File: src/rtl/alu_issue_unit.sv
// alu_issue_unit -- initiator side of a 32-bit combinational ALU.
//
// Accepts decoded-instruction requests (opcode/funct/rs/rt/imm) over a
// valid/ready handshake and decodes them into an ALU op and operands. The
// operands and op are registered onto alu_a/alu_b/alu_op. One cycle later the
// ALU result alu_z is captured and returned over a second valid/ready
// handshake, together with a zero flag, a branch-taken flag (beq/bne) and an
// illegal flag. Undecodable requests skip the ALU cycle and respond at once.
//
// Ports:
//   clk, rst_n                     clock, async active-low reset
//   req_valid/req_ready            request handshake
//   req_opcode/funct/rs/rt/imm     decoded instruction fields
//   alu_a/alu_b/alu_op             registered ALU inputs
//   alu_z                          ALU result (combinational from alu_*)
//   rsp_valid/rsp_ready            response handshake
//   rsp_result/zero/taken/illegal  response payload
module alu_issue_unit #(
   parameter int W = 32
) (
   input  logic         clk,
   input  logic         rst_n,
   input  logic         req_valid,
   output logic         req_ready,
   input  logic [5:0]   req_opcode,
   input  logic [5:0]   req_funct,
   input  logic [W-1:0] req_rs,
   input  logic [W-1:0] req_rt,
   input  logic [15:0]  req_imm,
   output logic [W-1:0] alu_a,
   output logic [W-1:0] alu_b,
   output logic [2:0]   alu_op,
   input  logic [W-1:0] alu_z,
   output logic         rsp_valid,
   input  logic         rsp_ready,
   output logic [W-1:0] rsp_result,
   output logic         rsp_zero,
   output logic         rsp_taken,
   output logic         rsp_illegal
);

   localparam logic [2:0] OP_AND = 3'b000;
   localparam logic [2:0] OP_OR  = 3'b001;
   localparam logic [2:0] OP_ADD = 3'b010;
   localparam logic [2:0] OP_SUB = 3'b110;
   localparam logic [2:0] OP_SLT = 3'b111;

   typedef enum logic [1:0] {IDLE, EXEC, RESP} state_t;

   typedef struct packed {
      logic         illegal;
      logic         beq;
      logic         bne;
      logic [2:0]   op;
      logic [W-1:0] b;
   } dec_t;

   state_t state, state_nxt;
   dec_t   dec;
   logic   accept;
   logic   is_beq, is_bne;

   logic [W-1:0] imm_sx, imm_zx;
   assign imm_sx = {{(W-16){req_imm[15]}}, req_imm};
   assign imm_zx = {{(W-16){1'b0}}, req_imm};

   // Decode: operand a is always rs, so only op, b and the flags vary.
   always_comb begin
      dec         = '0;
      dec.b       = req_rt;
      dec.op      = OP_ADD;
      unique case (req_opcode)
         6'h00: begin
            case (req_funct)
               6'h24:   dec.op = OP_AND;
               6'h25:   dec.op = OP_OR;
               6'h20:   dec.op = OP_ADD;
               6'h22:   dec.op = OP_SUB;
               6'h2A:   dec.op = OP_SLT;
               default: dec.illegal = 1'b1;
            endcase
         end
         6'h08, 6'h23, 6'h2B: begin dec.op = OP_ADD; dec.b = imm_sx; end
         6'h0C:   begin dec.op = OP_AND; dec.b = imm_zx; end
         6'h0D:   begin dec.op = OP_OR;  dec.b = imm_zx; end
         6'h0A:   begin dec.op = OP_SLT; dec.b = imm_sx; end
         6'h04:   begin dec.op = OP_SUB; dec.beq = 1'b1; end
         6'h05:   begin dec.op = OP_SUB; dec.bne = 1'b1; end
         default: dec.illegal = 1'b1;
      endcase
   end

   // A pending response that is being consumed frees the unit in the same
   // cycle, which is what makes back-to-back issue possible.
   assign req_ready = (state == IDLE) || (state == RESP && rsp_ready);
   assign rsp_valid = (state == RESP);
   assign accept    = req_valid && req_ready;

   always_ff @(posedge clk or negedge rst_n) begin
      if (!rst_n) state <= IDLE;
      else        state <= state_nxt;
   end

   always_comb begin
      state_nxt = state;
      unique case (state)
         IDLE: if (accept) state_nxt = dec.illegal ? RESP : EXEC;
         EXEC: state_nxt = RESP;
         RESP: begin
            if (accept)         state_nxt = dec.illegal ? RESP : EXEC;
            else if (rsp_ready) state_nxt = IDLE;
         end
         default: state_nxt = IDLE;
      endcase
   end

   always_ff @(posedge clk or negedge rst_n) begin
      if (!rst_n) begin
         alu_a       <= '0;
         alu_b       <= '0;
         alu_op      <= OP_AND;
         is_beq      <= 1'b0;
         is_bne      <= 1'b0;
         rsp_result  <= '0;
         rsp_zero    <= 1'b0;
         rsp_taken   <= 1'b0;
         rsp_illegal <= 1'b0;
      end else if (accept) begin
         if (dec.illegal) begin
            // No ALU cycle: alu_* keep their previous values.
            rsp_result  <= '0;
            rsp_zero    <= 1'b0;
            rsp_taken   <= 1'b0;
            rsp_illegal <= 1'b1;
         end else begin
            alu_a  <= req_rs;
            alu_b  <= dec.b;
            alu_op <= dec.op;
            is_beq <= dec.beq;
            is_bne <= dec.bne;
         end
      end else if (state == EXEC) begin
         rsp_result  <= alu_z;
         rsp_zero    <= (alu_z == '0);
         rsp_taken   <= (is_beq && alu_z == '0) || (is_bne && alu_z != '0);
         rsp_illegal <= 1'b0;
      end
   end

endmodule

File: config.mk
export PLATFORM = sky130hd
export DESIGN_NAME = alu_issue_unit
export DESIGN_NICKNAME = d
export VERILOG_FILES = /design/src/rtl/alu_issue_unit.sv
export SDC_FILE = /design/constraint.sdc
export NUM_CORES = 1
export LEC_CHECK = 0
export CORE_MARGIN = 1.5
export CORE_UTILIZATION = 42
export DETAILED_ROUTE_END_ITERATION = 6
export DONT_BUFFER_PORTS = 1
export MAX_ROUTING_LAYER = met4
export PLACE_DENSITY = 0.67
export SYNTH_ARGS = -nofsm -noshare
export SYNTH_HDL_FRONTEND = slang
export SYNTH_SLANG_ARGS = --single-unit
File: constraint.sdc
create_clock -name clk -period 2.1 [get_ports clk]
set_input_delay 0.525 -clock clk [delete_from_list [all_inputs] [get_ports clk]]
set_output_delay 0.525 -clock clk [all_outputs]
set_load 0.01 [all_outputs]
==> flow_summary.toml <==
[critical_path]
cp.required_ns = 2.32
end_kind = "register"
critPathMaxFanout = 43
criticalPathCategory = "register to register"
setup.worst_path.start_class = "register"
r2r_slack_ns = 0.10
reg2reg_depth = 5
worstReg2RegEnd = "alu_a[13]$_DFFE_PN0N_"
startpoint = "state[1]$_DFFE_PN0P_"
arrival_ns = 2.22
endpoint = "alu_a[13]$_DFFE_PN0N_"
r2r-start = "state[1]$_DFFE_PN0P_"

[clock_network]
cts_buffers = 9
cts_sinks = 106
cts_setup_buffers = 0
clk_path_buf_depth = 2
h-tree-depth = 3
clk_latency_ns = 0.34
ctsResizeCount = 0
clockRootBuffer = "clkbuf_16"
clk_pin_slew_ns = 0.08
cts_tree = "built"

[sta]
timing.hold.ws_ns = -0.132
setup_viol = 0
slew_viol_final = 0
rsz0062_at_grt = "false"
tightest_slew_ns = 0.673
fmax_ghz = 0.501
hold_viol = 106
post-route-period-util_pct = 95.1
relSlewSlack_pct = 55.2
fin_crit_ns = 2.00
setup_ws_ns = 0.104
skew_ns = 0.00824

[synthesis]
syn_nets = 562
yosys-top-cells-area = "dfrtp_1 (56%), mux2_4 (10%), nand2_1 (8.6%), o21ai_0 (4.8%), mux2i_1 (3.6%)"
post-synth-top-count-cell = "nand2_1"
synth_common_cells = "nand2_1 (109), dfrtp_1 (106), o21ai_0 (46)"
ys.flop_type = "dfrtp_1"
yosys_warnings = 0
yosysTopAreaCell = "dfrtp_1"
async_flop_share_pct = 100
synth_edf_count = 0
mappedNetlistArea_mm2 = 0.00476
syn_inst = 434
syn_area_per_cell_um2 = 11.0
seq_area_frac_synth_pct = 55.7
ys_ff_latch = 106
yosys.area.top_type_share_pct = 55.7
synth.distinct_cells = 39

[die]
io_pins = 232
start_util_pct = 43.5
fp.coreArea_mm2 = 0.0109
num_rows = 38
die_w_um = 109
die_y_um = 109
die_area_mm2 = 0.0120

[placed_design]
post-place-ws_ns = -0.0436
dpl.hpwl_um = 8150
gp_congestion = 0.841
portBuffers = 0
placedCellCount = 561

[route]
wl_per_cell_um = 18.9
first_iter_violations = 269
num_vias = 3221
drc = 0
ant_nets = 0
drtPass1Iterations = 4
wl_um = 10900
vias_per_cell = 5.58

[global_route]
grt_pass1_wl_um = 16200
grt_usage_pct = 18.3
gr-usage-met2_pct = 30.8
antenna_found_initial = 0
grt_overflow = 0
grt_pass1_vias = 3270
grt.busiest_layer = "met2"
met1_usage_pct = 19.8
grt_max_degree = 107
global_route.usage.met3_pct = 6.52

[run_status]
status = "finished with violations"
violations = "hold timing"

[cells_and_area]
nets = 560
fill_cells = 993
area_growth_syn_to_layout_pct = 10.7
fin_cells = 577
fin_util_pct = 48.2
drive_gt1_share_pct = 17.6
antenna_cells = 0

[power_and_ir_drop]
powerDensity_mw_per_mm2 = 1050
p_leak_nw = 2.47
max-vdd-ir-drop_mv = 0.485

[worst_hold_path]
hold_path.class = "primary input to async pin"

[run]
cap_violations = 0
[logic make-up (layout without fill, tap and decap cells)]
family                 count (synthesis)  after routing  synth area share [%]
AO/OA/AOI/OAI                         98             98                  11.9
multiplexers                          50             50                  13.9
AND/OR/NAND/NOR                      148            148                  14.5
buffers and inverters                 32             35                  4.07
flip-flops                           106            106                  55.7
[worst min path at each step]
stage / end / slack [ns] / depth (start not counted)
after floorplan: alu_a[0]$_DFFE_PN0N_ / 0.23 / 0
after global placement: alu_a[19]$_DFFE_PN0N_ / 0.23 / 0
after detailed placement: alu_a[16]$_DFFE_PN0N_ / 0.23 / 0
after CTS: alu_a[16]$_DFFE_PN0N_ / -0.14 / 0
after global routing: alu_a[19]$_DFFE_PN0N_ / -0.15 / 0
final: alu_a[16]$_DFFE_PN0N_ / -0.13 / 0
[area by class of cell]
| class | instances | area (um^2) | area share, % |
|---|---|---|---|
| repair buffers | 16 | 170 | 3.23 |
| clock inverters | 7 | 103 | 1.95 |
| multi-input cells | 296 | 1940 | 36.7 |
| inverters | 3 | 11.3 | 0.214 |
| clock buffers | 9 | 225 | 4.27 |
| flip-flops and latches | 106 | 2650 | 50.3 |
| well taps | 140 | 175 | 3.32 |
[flip-flops by register name (all words and copies together), names as in the netlist]
| name | count |
|---|---|
| rsp_result | 32 |
| alu_a | 32 |
| rsp_zero | 1 |
| is_beq | 1 |
| state | 2 |
| rsp_illegal | 1 |
| is_bne | 1 |
| alu_b | 32 |
| alu_op | 3 |
| rsp_taken | 1 |
[routing by layer]
layer | wire (um) | share of wire (%)
met5 | 0 | 0
met4 | 153 | 1.4
met3 | 1200 | 11
met2 | 5430 | 50
met1 | 4100 | 38
[layout by cell type, fill, tap and decap left out, drive strengths merged, types with 2 or more instances in the layout]
master | synthesis | layout
nand2 | 109 | 109
dfrtp | 106 | 106
o21ai | 71 | 71
mux2 | 33 | 33
mux2i | 17 | 17
a21oi | 17 | 17
buf | 13 | 16
nor4 | 10 | 10
clkbuf | 16 | 9
nor2 | 7 | 7
nand2b | 4 | 4
inv | 3 | 4
clkinvlp | 0 | 3
nor2b | 3 | 3
and2b | 2 | 2
or4b | 2 | 2
nor3b | 2 | 2
nand3 | 2 | 2
bufinv | 0 | 2
nand4b | 2 | 2
o311ai | 2 | 2
a2111oi | 2 | 2
a31oi | 2 | 2
[critical path: stages, from the launching register on]
cell and delay [ns]:
dfrtp_1 0.38, nor2b_1 0.15, or3b_2 0.49, nand4b_4 0.27
buf_12 0.25, mux2_4 0.32
[metrics by stage]
stage | cell area (um^2) | setup TNS [ns] | power, mW
6_report | 5270 | 0 | 5.53
5_1_grt | 5270 | 0 | 5.81
4_1_cts | 5270 | 0 | 5.59
3_5_place_dp | 4940 | -0.846 | 3.76
3_3_place_gp | 4940 | 0 | 3.70
2_1_floorplan | 4780 | -0.0439 | 3.54
[where the power goes]
group          internal (mW)  total [mW]  switching, mW
Sequential              2.47        3.02          0.544
Clock                   1.06        1.83          0.771
Combinational          0.422       0.683          0.261
Total                   3.95        5.53           1.58
No activity file was read; power rests on OpenSTA's default activity.
